File: src/rtl/partition_step_scheduler_if.sv
// Control/status bundle between the step scheduler and its partition solvers / time-base.
// The master side is the scheduler; the slave side is whatever drives ticks and consumes strobes.
interface partition_step_scheduler_if #(
  parameter int N_PART = 4,
  parameter int TMO_W  = 16,
  parameter int CNT_W  = 32
);
  logic              enable;
  logic              step_tick;
  logic [TMO_W-1:0]  timeout_limit;
  logic              err_clr;
  logic [N_PART-1:0] part_done;
  logic [N_PART-1:0] part_start;
  logic              valuation_sig;
  logic              busy;
  logic [N_PART-1:0] done_mask;
  logic [CNT_W-1:0]  step_count;
  logic              overrun_err;
  logic              timeout_err;

  modport master (
    input  enable, step_tick, timeout_limit, err_clr, part_done,
    output part_start, valuation_sig, busy, done_mask, step_count,
           overrun_err, timeout_err
  );

  modport slave (
    output enable, step_tick, timeout_limit, err_clr, part_done,
    input  part_start, valuation_sig, busy, done_mask, step_count,
           overrun_err, timeout_err
  );
endinterface

File: src/rtl/partition_step_scheduler.sv
// Time-step controller: launches all partition solvers on a tick, gathers their done
// indications and fires a single valuation strobe so every partition exchanges boundaries together.
module partition_step_scheduler #(
  parameter int N_PART = 4,
  parameter int TMO_W  = 16,
  parameter int CNT_W  = 32
) (
  input  logic                     clk,
  input  logic                     rst,
  partition_step_scheduler_if.master bus
);

  typedef enum logic [1:0] {
    S_IDLE  = 2'd0,
    S_START = 2'd1,
    S_WAIT  = 2'd2,
    S_LATCH = 2'd3
  } state_t;

  localparam logic [N_PART-1:0] ALL_DONE = {N_PART{1'b1}};
  localparam logic [TMO_W-1:0]  TMO_MAX  = {TMO_W{1'b1}};

  state_t            state_q, state_d;
  logic [N_PART-1:0] doneMask_q, doneMask_d;
  logic [TMO_W-1:0]  tmoCnt_q, tmoCnt_d;
  logic [CNT_W-1:0]  stepCount_q, stepCount_d;
  logic              overrunErr_q, overrunErr_d;
  logic              timeoutErr_q, timeoutErr_d;
  logic [N_PART-1:0] partStart_q;
  logic              valuation_q;
  logic              busy_q;

  logic              allDone;
  logic [TMO_W:0]    tmoNext;
  logic              tmoExpired;

  // Timeout compare is done one bit wider so a saturated counter cannot wrap past the limit.
  assign allDone    = ((doneMask_q | bus.part_done) == ALL_DONE);
  assign tmoNext    = {1'b0, tmoCnt_q} + (TMO_W+1)'(1);
  assign tmoExpired = (bus.timeout_limit != '0) && (tmoNext >= {1'b0, bus.timeout_limit});

  always_comb begin
    state_d      = state_q;
    doneMask_d   = doneMask_q;
    tmoCnt_d     = tmoCnt_q;
    stepCount_d  = stepCount_q;
    overrunErr_d = overrunErr_q;
    timeoutErr_d = timeoutErr_q;

    if (bus.err_clr) begin
      overrunErr_d = 1'b0;
      timeoutErr_d = 1'b0;
    end

    case (state_q)
      S_IDLE: begin
        if (bus.enable && bus.step_tick) begin
          state_d    = S_START;
          doneMask_d = '0;
          tmoCnt_d   = '0;
        end
      end
      S_START: begin
        state_d = S_WAIT;
      end
      S_WAIT: begin
        doneMask_d = doneMask_q | bus.part_done;
        if (tmoCnt_q != TMO_MAX) begin
          tmoCnt_d = tmoCnt_q + 1'b1;
        end
        // A step that completes on the same edge its budget runs out still commits.
        if (allDone) begin
          state_d = S_LATCH;
        end else if (tmoExpired) begin
          state_d      = S_IDLE;
          timeoutErr_d = 1'b1;
        end
      end
      S_LATCH: begin
        stepCount_d = stepCount_q + CNT_W'(1);
        state_d     = S_IDLE;
      end
      default: begin
        state_d = S_IDLE;
      end
    endcase

    // Ticks that land mid-step are dropped; only the sticky flag records them.
    if (bus.step_tick && (state_q != S_IDLE)) begin
      overrunErr_d = 1'b1;
    end
  end

  always_ff @(posedge clk or posedge rst) begin
    if (rst) begin
      state_q      <= S_IDLE;
      doneMask_q   <= '0;
      tmoCnt_q     <= '0;
      stepCount_q  <= '0;
      overrunErr_q <= 1'b0;
      timeoutErr_q <= 1'b0;
      partStart_q  <= '0;
      valuation_q  <= 1'b0;
      busy_q       <= 1'b0;
    end else begin
      state_q      <= state_d;
      doneMask_q   <= doneMask_d;
      tmoCnt_q     <= tmoCnt_d;
      stepCount_q  <= stepCount_d;
      overrunErr_q <= overrunErr_d;
      timeoutErr_q <= timeoutErr_d;
      partStart_q  <= (state_d == S_START) ? ALL_DONE : '0;
      valuation_q  <= (state_d == S_LATCH);
      busy_q       <= (state_d != S_IDLE);
    end
  end

  assign bus.part_start    = partStart_q;
  assign bus.valuation_sig = valuation_q;
  assign bus.busy          = busy_q;
  assign bus.done_mask     = doneMask_q;
  assign bus.step_count    = stepCount_q;
  assign bus.overrun_err   = overrunErr_q;
  assign bus.timeout_err   = timeoutErr_q;

endmodule

File: src/flat_wrapper.sv
// flat-port wrapper written by rule: the top's interface ports become plain ports
module partition_step_scheduler_flat 
#(
  parameter int N_PART = 4,
  parameter int TMO_W  = 16,
  parameter int CNT_W  = 32
)
  (clk, rst, bus_enable, bus_step_tick, bus_timeout_limit, bus_err_clr, bus_part_done, bus_part_start, bus_valuation_sig, bus_busy, bus_done_mask, bus_step_count, bus_overrun_err, bus_timeout_err);
  partition_step_scheduler_if #(.N_PART(N_PART), .TMO_W(TMO_W), .CNT_W(CNT_W)) bus_i ();
  input  logic clk;
  input  logic rst;
  input wire logic [$bits(bus_i.enable)-1:0] bus_enable;
  input wire logic [$bits(bus_i.step_tick)-1:0] bus_step_tick;
  input wire logic [$bits(bus_i.timeout_limit)-1:0] bus_timeout_limit;
  input wire logic [$bits(bus_i.err_clr)-1:0] bus_err_clr;
  input wire logic [$bits(bus_i.part_done)-1:0] bus_part_done;
  output wire logic [$bits(bus_i.part_start)-1:0] bus_part_start;
  output wire logic [$bits(bus_i.valuation_sig)-1:0] bus_valuation_sig;
  output wire logic [$bits(bus_i.busy)-1:0] bus_busy;
  output wire logic [$bits(bus_i.done_mask)-1:0] bus_done_mask;
  output wire logic [$bits(bus_i.step_count)-1:0] bus_step_count;
  output wire logic [$bits(bus_i.overrun_err)-1:0] bus_overrun_err;
  output wire logic [$bits(bus_i.timeout_err)-1:0] bus_timeout_err;
  assign bus_i.enable = bus_enable;
  assign bus_i.step_tick = bus_step_tick;
  assign bus_i.timeout_limit = bus_timeout_limit;
  assign bus_i.err_clr = bus_err_clr;
  assign bus_i.part_done = bus_part_done;
  assign bus_part_start = bus_i.part_start;
  assign bus_valuation_sig = bus_i.valuation_sig;
  assign bus_busy = bus_i.busy;
  assign bus_done_mask = bus_i.done_mask;
  assign bus_step_count = bus_i.step_count;
  assign bus_overrun_err = bus_i.overrun_err;
  assign bus_timeout_err = bus_i.timeout_err;
  partition_step_scheduler #(.N_PART(N_PART), .TMO_W(TMO_W), .CNT_W(CNT_W)) u_core (.clk(clk), .rst(rst), .bus(bus_i));
endmodule
File: config.mk
export PLATFORM = sky130hd
export DESIGN_NAME = partition_step_scheduler_flat
export DESIGN_NICKNAME = d
export VERILOG_FILES = /design/src/rtl/partition_step_scheduler_if.sv /design/src/rtl/partition_step_scheduler.sv /design/src/flat_wrapper.sv
export SDC_FILE = /design/constraint.sdc
export NUM_CORES = 1
export LEC_CHECK = 0
export BUFFER_PORTS_ARGS = -buffer_cell sky130_fd_sc_hd__buf_2
export CAP_MARGIN = 30
export CORE_AREA = 3 3 81 83
export CTS_BUF_LIST = sky130_fd_sc_hd__clkbuf_4
export DETAILED_ROUTE_END_ITERATION = 8
export DIE_AREA = 0 0 84 86
export GPL_ROUTABILITY_DRIVEN = 0
export GPL_TIMING_DRIVEN = 0
export PLACE_DENSITY = 0.8
export SYNTH_ARGS = -nofsm -noshare
export SYNTH_HDL_FRONTEND = slang
export SYNTH_SLANG_ARGS = --single-unit
File: constraint.sdc
create_clock -name clk -period 2.7 [get_ports clk]
set_input_delay 0.27 -clock clk [delete_from_list [all_inputs] [get_ports clk]]
set_output_delay 0.27 -clock clk [all_outputs]
set_load 0.005 [all_outputs]
==> flow_results.org <==
** Outcome
- The flow ran to the end, and the final reports show no timing, DRC or antenna violations.

** Min path
- Beginning of the worst hold path :: bus_err_clr
- Counting instances, the worst hold path has a depth of 2.
- The worst hold path belongs to the class in -> reg.
- The path with the worst hold slack has its endpoint at u_core.bus.overrun_err.

** Critical path
- Data arrival time of the worst path :: 3.00 ns
- Cell with the largest stage delay on the worst path :: sky130_fd_sc_hd__dfrtp_2
- RR Startpoint :: u_core.tmoCnt_q[0]
- The worst setup path is captured at a register.
- Of all nets on the critical path, the largest fanout is 6.
- STA puts the critical path data required time at slightly above 3 ns.
- Slowest cell delay on critical path :: 0.42 ns
- Setup slack on the worst reg-to-reg path comes out at 0.03 ns.
- Traced cell by cell, the critical path runs through ha_4 > and3_4 > and3_4 > buf_6 > nand4_4 > xnor2_2 > ha_1 > nand4_1 > nor4_2 > o21bai_1 > a41o_1 > o21ai_1.
- The number of cells on the worst reg-to-reg path is 12.
- The setup path with the least slack is of type reg -> reg.
- Startpoint kind of the worst setup timing path :: register
- By instance count, the cell type seen most on the critical path is sky130_fd_sc_hd__and3_4.
- In this run the critical register-to-register path is captured at u_core.bus.timeout_err.

** CTS
- Counting the buffers created by CTS gives 9.
- Clock root cell :: sky130_fd_sc_hd__clkbuf_4
- After clock tree synthesis, the clock-pin slew on the worst setup and hold paths is ~0.10 ns.
- TritonCTS built the clock tree.
- The longest clock path from root to sink contains 2 buffers.
- The H-tree generated during clock tree synthesis spans 3 levels.
- Number of sinks handled by clock tree synthesis :: 59
- Worst-skew pair later-pin latency :: 0.40 ns

** Flow run
- Maxcap violations :: 0

** Logic synthesis
- Register area share after synthesis :: 43.7%
- The synthesized design contains 0 enable-type register cells.
- Cell types occupying the most area after synthesis :: sky130_fd_sc_hd__dfrtp_1 44%, sky130_fd_sc_hd__xnor2_1 7.8%, sky130_fd_sc_hd__ha_1 6.7%, sky130_fd_sc_hd__nand3_1 3.7%, sky130_fd_sc_hd__xor2_1 3.4%
- Summed over all instances, the cell type with the most area after synthesis is sky130_fd_sc_hd__dfrtp_1.
- Synth Warn # :: 0
- The number of nets in the synthesized netlist is 377.
- Synthesized area per cell :: 10.1 um2
- Most used flip-flop cell after synthesis :: sky130_fd_sc_hd__dfrtp_1
- In this run the biggest area consumer among cell types represents 43.7% of the synthesized area.
- The synthesized design contains 59 register bits.
- Netlist Area Pre-Place :: 3380 um2
- For this run, asynchronously set or reset flops after synthesis account for 100%.
- In this run, distinct cell masters in the synthesized netlist total 54.
- Synth Instances :: approximately 330

** Timing
- The worst pin sits at a relative slew slack of 60.9%.
- Final hold violation count :: 0
- Final clock period utilization by the worst path :: 99.0%
- Final setup violation count :: 0
- The clock period could shrink to 2.67 ns.
- The final number of max-transition violations was 0.
- For the pin with the worst max-slew slack, the measured transition is between 0.5 and 0.6 ns.
- Final hold analysis gives a worst-case slack of 0.0478 ns.
- Setup repair after global routing missed its margin :: true
- Maximum achievable frequency :: 374 MHz
- Setup total negative slack on the finished layout was measured at 0 ns.
- On the final layout, the worst clock skew is 0.0155 ns.

** Placement
- The HPWL after detailed placement is between 5000 and 6000 um.
- Buffers added on ports :: 68
- Counting tap cells, the placed design contains a total of 478 instances.

** Drt
- Before antenna repair, the detailed router went through 4 iterations.
- In this run, the number of DRC markers left after iteration 0 of detailed routing was 112.
- For this run, design rule violations remaining after detail routing come to 0.
- Number of vias in the routed layout :: between 2000 and 3000
- The routed design has 7800 um of wire.
- Dividing the detail-routed wire length by the instance count gives 15.6 um.
- In this run the remaining antenna-violating nets after routing total 0.
- After detailed routing, the number of vias per cell comes to 5.69.

** Final layout
- Cells fill 68.9% of the core in the end.
- Total Nets Final :: roughly 460
- Post-Layout Cell Count :: 500
- Ant. Diodes :: 0
- From synthesis to final layout, the design area changed by 20.8%.
- Share of layout cells above drive strength 1 :: 31.8%

** Global route
- The first global-routing pass estimated 12800 um of wire.
- The number of global-route vias before repair came to 2808.
- Entering global routing, the biggest net connects 34 pins.
- The total overflow left after global routing is 0.
- Global router's overall resource usage :: 22.0%
- Initial antenna violation count :: 0

** Pwr
- Power spread over the standard cell area amounts to ~640 nW/um2.
- Leakage power of the design :: around 2.1 nW
- IR analysis of the VDD net gives a maximum drop of about 460 uV.
- The completed layout was analyzed and its total power is ~2.6 mW.

** Floorplan
- The core region is approximately 6000 um2.
- The floorplan step defined a die boundary enclosing roughly 7200 um2.
- The initial utilization of the core area, before any placement, comes to 57.1%.
- Die Height :: 86 um
- Row generation in the floorplan step produced 28 rows.
- Top-Level Pins :: 69
- The floorplan step set the die width to roughly 84 um.
-- registers in the layout, summed over array words and instances (netlist names) --
signal and count:
u_core.bus.step_count 32, u_core.state_q 2, u_core.bus.part_start 1, u_core.tmoCnt_q 16, u_core.bus.overrun_err 1, u_core.bus.done_mask 4, u_core.bus.busy 1, u_core.bus.timeout_err 1
u_core.bus.valuation_sig 1
-- area by class of cell --
type	instances	area [um2]
repair buffers	76	415
clock buffers	11	82.6
plain buffers	13	91.3
clock inverters	4	18.8
inverters	24	90.1
flip-flops and latches	59	1480
well taps	75	93.8
fillers	477	1840
multi-input cells	238	1810
-- synthesized netlist by cell type (2+ instances only) --
| master | n |
|---|---|
| sky130_fd_sc_hd__dfrtp_1 | 59 |
| sky130_fd_sc_hd__xnor2_1 | 30 |
| sky130_fd_sc_hd__nand2_1 | 25 |
| sky130_fd_sc_hd__nand3_1 | 25 |
| sky130_fd_sc_hd__inv_1 | 24 |
| sky130_fd_sc_hd__ha_1 | 18 |
| sky130_fd_sc_hd__nor2_1 | 17 |
| sky130_fd_sc_hd__xor2_1 | 13 |
| sky130_fd_sc_hd__nand4_1 | 12 |
| sky130_fd_sc_hd__nor3_1 | 8 |
| sky130_fd_sc_hd__and3_1 | 7 |
| sky130_fd_sc_hd__o21ai_0 | 7 |
| sky130_fd_sc_hd__a22o_1 | 6 |
| sky130_fd_sc_hd__nor4_1 | 6 |
| sky130_fd_sc_hd__a21oi_1 | 5 |
| sky130_fd_sc_hd__and4_1 | 5 |
| sky130_fd_sc_hd__buf_2 | 5 |
| sky130_fd_sc_hd__o21ai_1 | 5 |
| sky130_fd_sc_hd__buf_4 | 4 |
| sky130_fd_sc_hd__a211o_1 | 3 |
| sky130_fd_sc_hd__a21o_1 | 3 |
| sky130_fd_sc_hd__a31oi_1 | 3 |
| sky130_fd_sc_hd__and2_1 | 3 |
| sky130_fd_sc_hd__a211oi_1 | 2 |
| sky130_fd_sc_hd__and3_4 | 2 |
| sky130_fd_sc_hd__buf_6 | 2 |
| sky130_fd_sc_hd__clkbuf_1 | 2 |
| sky130_fd_sc_hd__mux2_2 | 2 |
| sky130_fd_sc_hd__nand3_2 | 2 |
| sky130_fd_sc_hd__nand4_4 | 2 |
| sky130_fd_sc_hd__nor2b_1 | 2 |
| sky130_fd_sc_hd__o21bai_1 | 2 |
| sky130_fd_sc_hd__o22ai_1 | 2 |
-- repair_timing --
action | 4_1_cts | 5_1_grt
pin swaps | 1 | 11
endpoints found under the setup margin | 3 | 3
gates cloned | 0 | 0
gates resized for setup | 8 | 13
hold buffers | 1 | 0
setup buffers | 4 | 2
hold endpoints to repair | 26 | 0
-- metrics by stage --
| stage | area, um2 | worst slack (ns) |
|---|---|---|
| 3_5_place_dp | 3830 | -0.184 |
| 5_1_grt | 4080 | -0.152 |
| 6_report | 4080 | 0.0265 |
| 3_3_place_gp | 3810 | -0.172 |
| 4_1_cts | 4000 | 0.00137 |
| 2_1_floorplan | 3380 | 0.203 |
-- cells in the final DEF, fill, tap and decap left out, types with 3 or more instances in the layout --
cell / count
sky130_fd_sc_hd__inv_1: 23
sky130_fd_sc_hd__clkbuf_4: 11
sky130_fd_sc_hd__o21ai_1: 6
sky130_fd_sc_hd__nand4_1: 12
sky130_fd_sc_hd__a211o_1: 3
sky130_fd_sc_hd__o21ai_0: 6
sky130_fd_sc_hd__xnor2_1: 28
sky130_fd_sc_hd__a21oi_1: 5
sky130_fd_sc_hd__clkinv_2: 3
sky130_fd_sc_hd__a31oi_1: 3
sky130_fd_sc_hd__nand3_1: 24
sky130_fd_sc_hd__and3_4: 3
sky130_fd_sc_hd__nor3_1: 7
sky130_fd_sc_hd__xor2_1: 13
sky130_fd_sc_hd__and4_1: 4
sky130_fd_sc_hd__and3_1: 6
sky130_fd_sc_hd__buf_6: 3
sky130_fd_sc_hd__buf_2: 72
sky130_fd_sc_hd__and2_1: 3
sky130_fd_sc_hd__a21o_1: 3
sky130_fd_sc_hd__a22o_1: 6
sky130_fd_sc_hd__buf_4: 10
sky130_fd_sc_hd__dfrtp_1: 54
sky130_fd_sc_hd__nor4_1: 5
sky130_fd_sc_hd__nor2_1: 17
sky130_fd_sc_hd__nand2_1: 24
sky130_fd_sc_hd__dfrtp_2: 5
sky130_fd_sc_hd__ha_1: 16
-- worst max-delay path: cells and delay by family (launching register included) --
| family | cells | cell delay, ns |
|---|---|---|
| buffers and inverters | 1 | 0.13 |
| XOR/XNOR | 1 | 0.16 |
| AO/OA/AOI/OAI | 3 | 0.44 |
| AND/OR/NAND/NOR | 5 | 1.00 |
| adder cells (fa/ha/maj) | 2 | 0.45 |
| flip-flops | 1 | 0.42 |
-- kinds of logic (layout without fill, tap and decap cells) --
family                   count (synthesis)  count (layout)  synth area share (%)
buffers and inverters                   37             128                  5.19
XOR/XNOR                                43              43                  11.1
multiplexers                             2               2                 0.667
AND/OR/NAND/NOR                        126             126                  21.9
AO/OA/AOI/OAI                           49              49                  10.8
flip-flops                              59              59                  43.7
adder cells (fa/ha/maj)                 18              18                  6.67
-- how the worst max path moves through the flow --
stage	from	to	slack, ns	cells past startpoint
after floorplan	u_core.tmoCnt_q[0]	u_core.bus.timeout_err	0.20	12
final	u_core.tmoCnt_q[0]	u_core.bus.timeout_err	0.03	12
after global routing	u_core.tmoCnt_q[1]	u_core.bus.timeout_err	-0.15	12
after global placement	u_core.tmoCnt_q[0]	u_core.bus.timeout_err	-0.17	12
after CTS	u_core.tmoCnt_q[1]	u_core.bus.timeout_err	0.001	12
after detailed placement	u_core.tmoCnt_q[0]	u_core.bus.timeout_err	-0.18	12
-- power breakdown --
part / internal, mW / switching [mW] / leakage, nW / total (mW)
registers: 1.02 / 0.138 / 0.772 / 1.16
clock network: 0.198 / 0.306 / 0.0639 / 0.503
logic: 0.420 / 0.544 / 1.28 / 0.965
-- per-layer routing --
layer / share of wire (%) / track usage [%] / vias up
met1: 43 / 27.6 / 1401
li1: - / - / 1365
met3: 4.3 / 5.86 / 12
met2: 51 / 37.0 / 68
met4: 1.4 / 7.46 / 0
met5: 0 / 0 / -
Note: power is estimated with default switching activity, not from simulation.
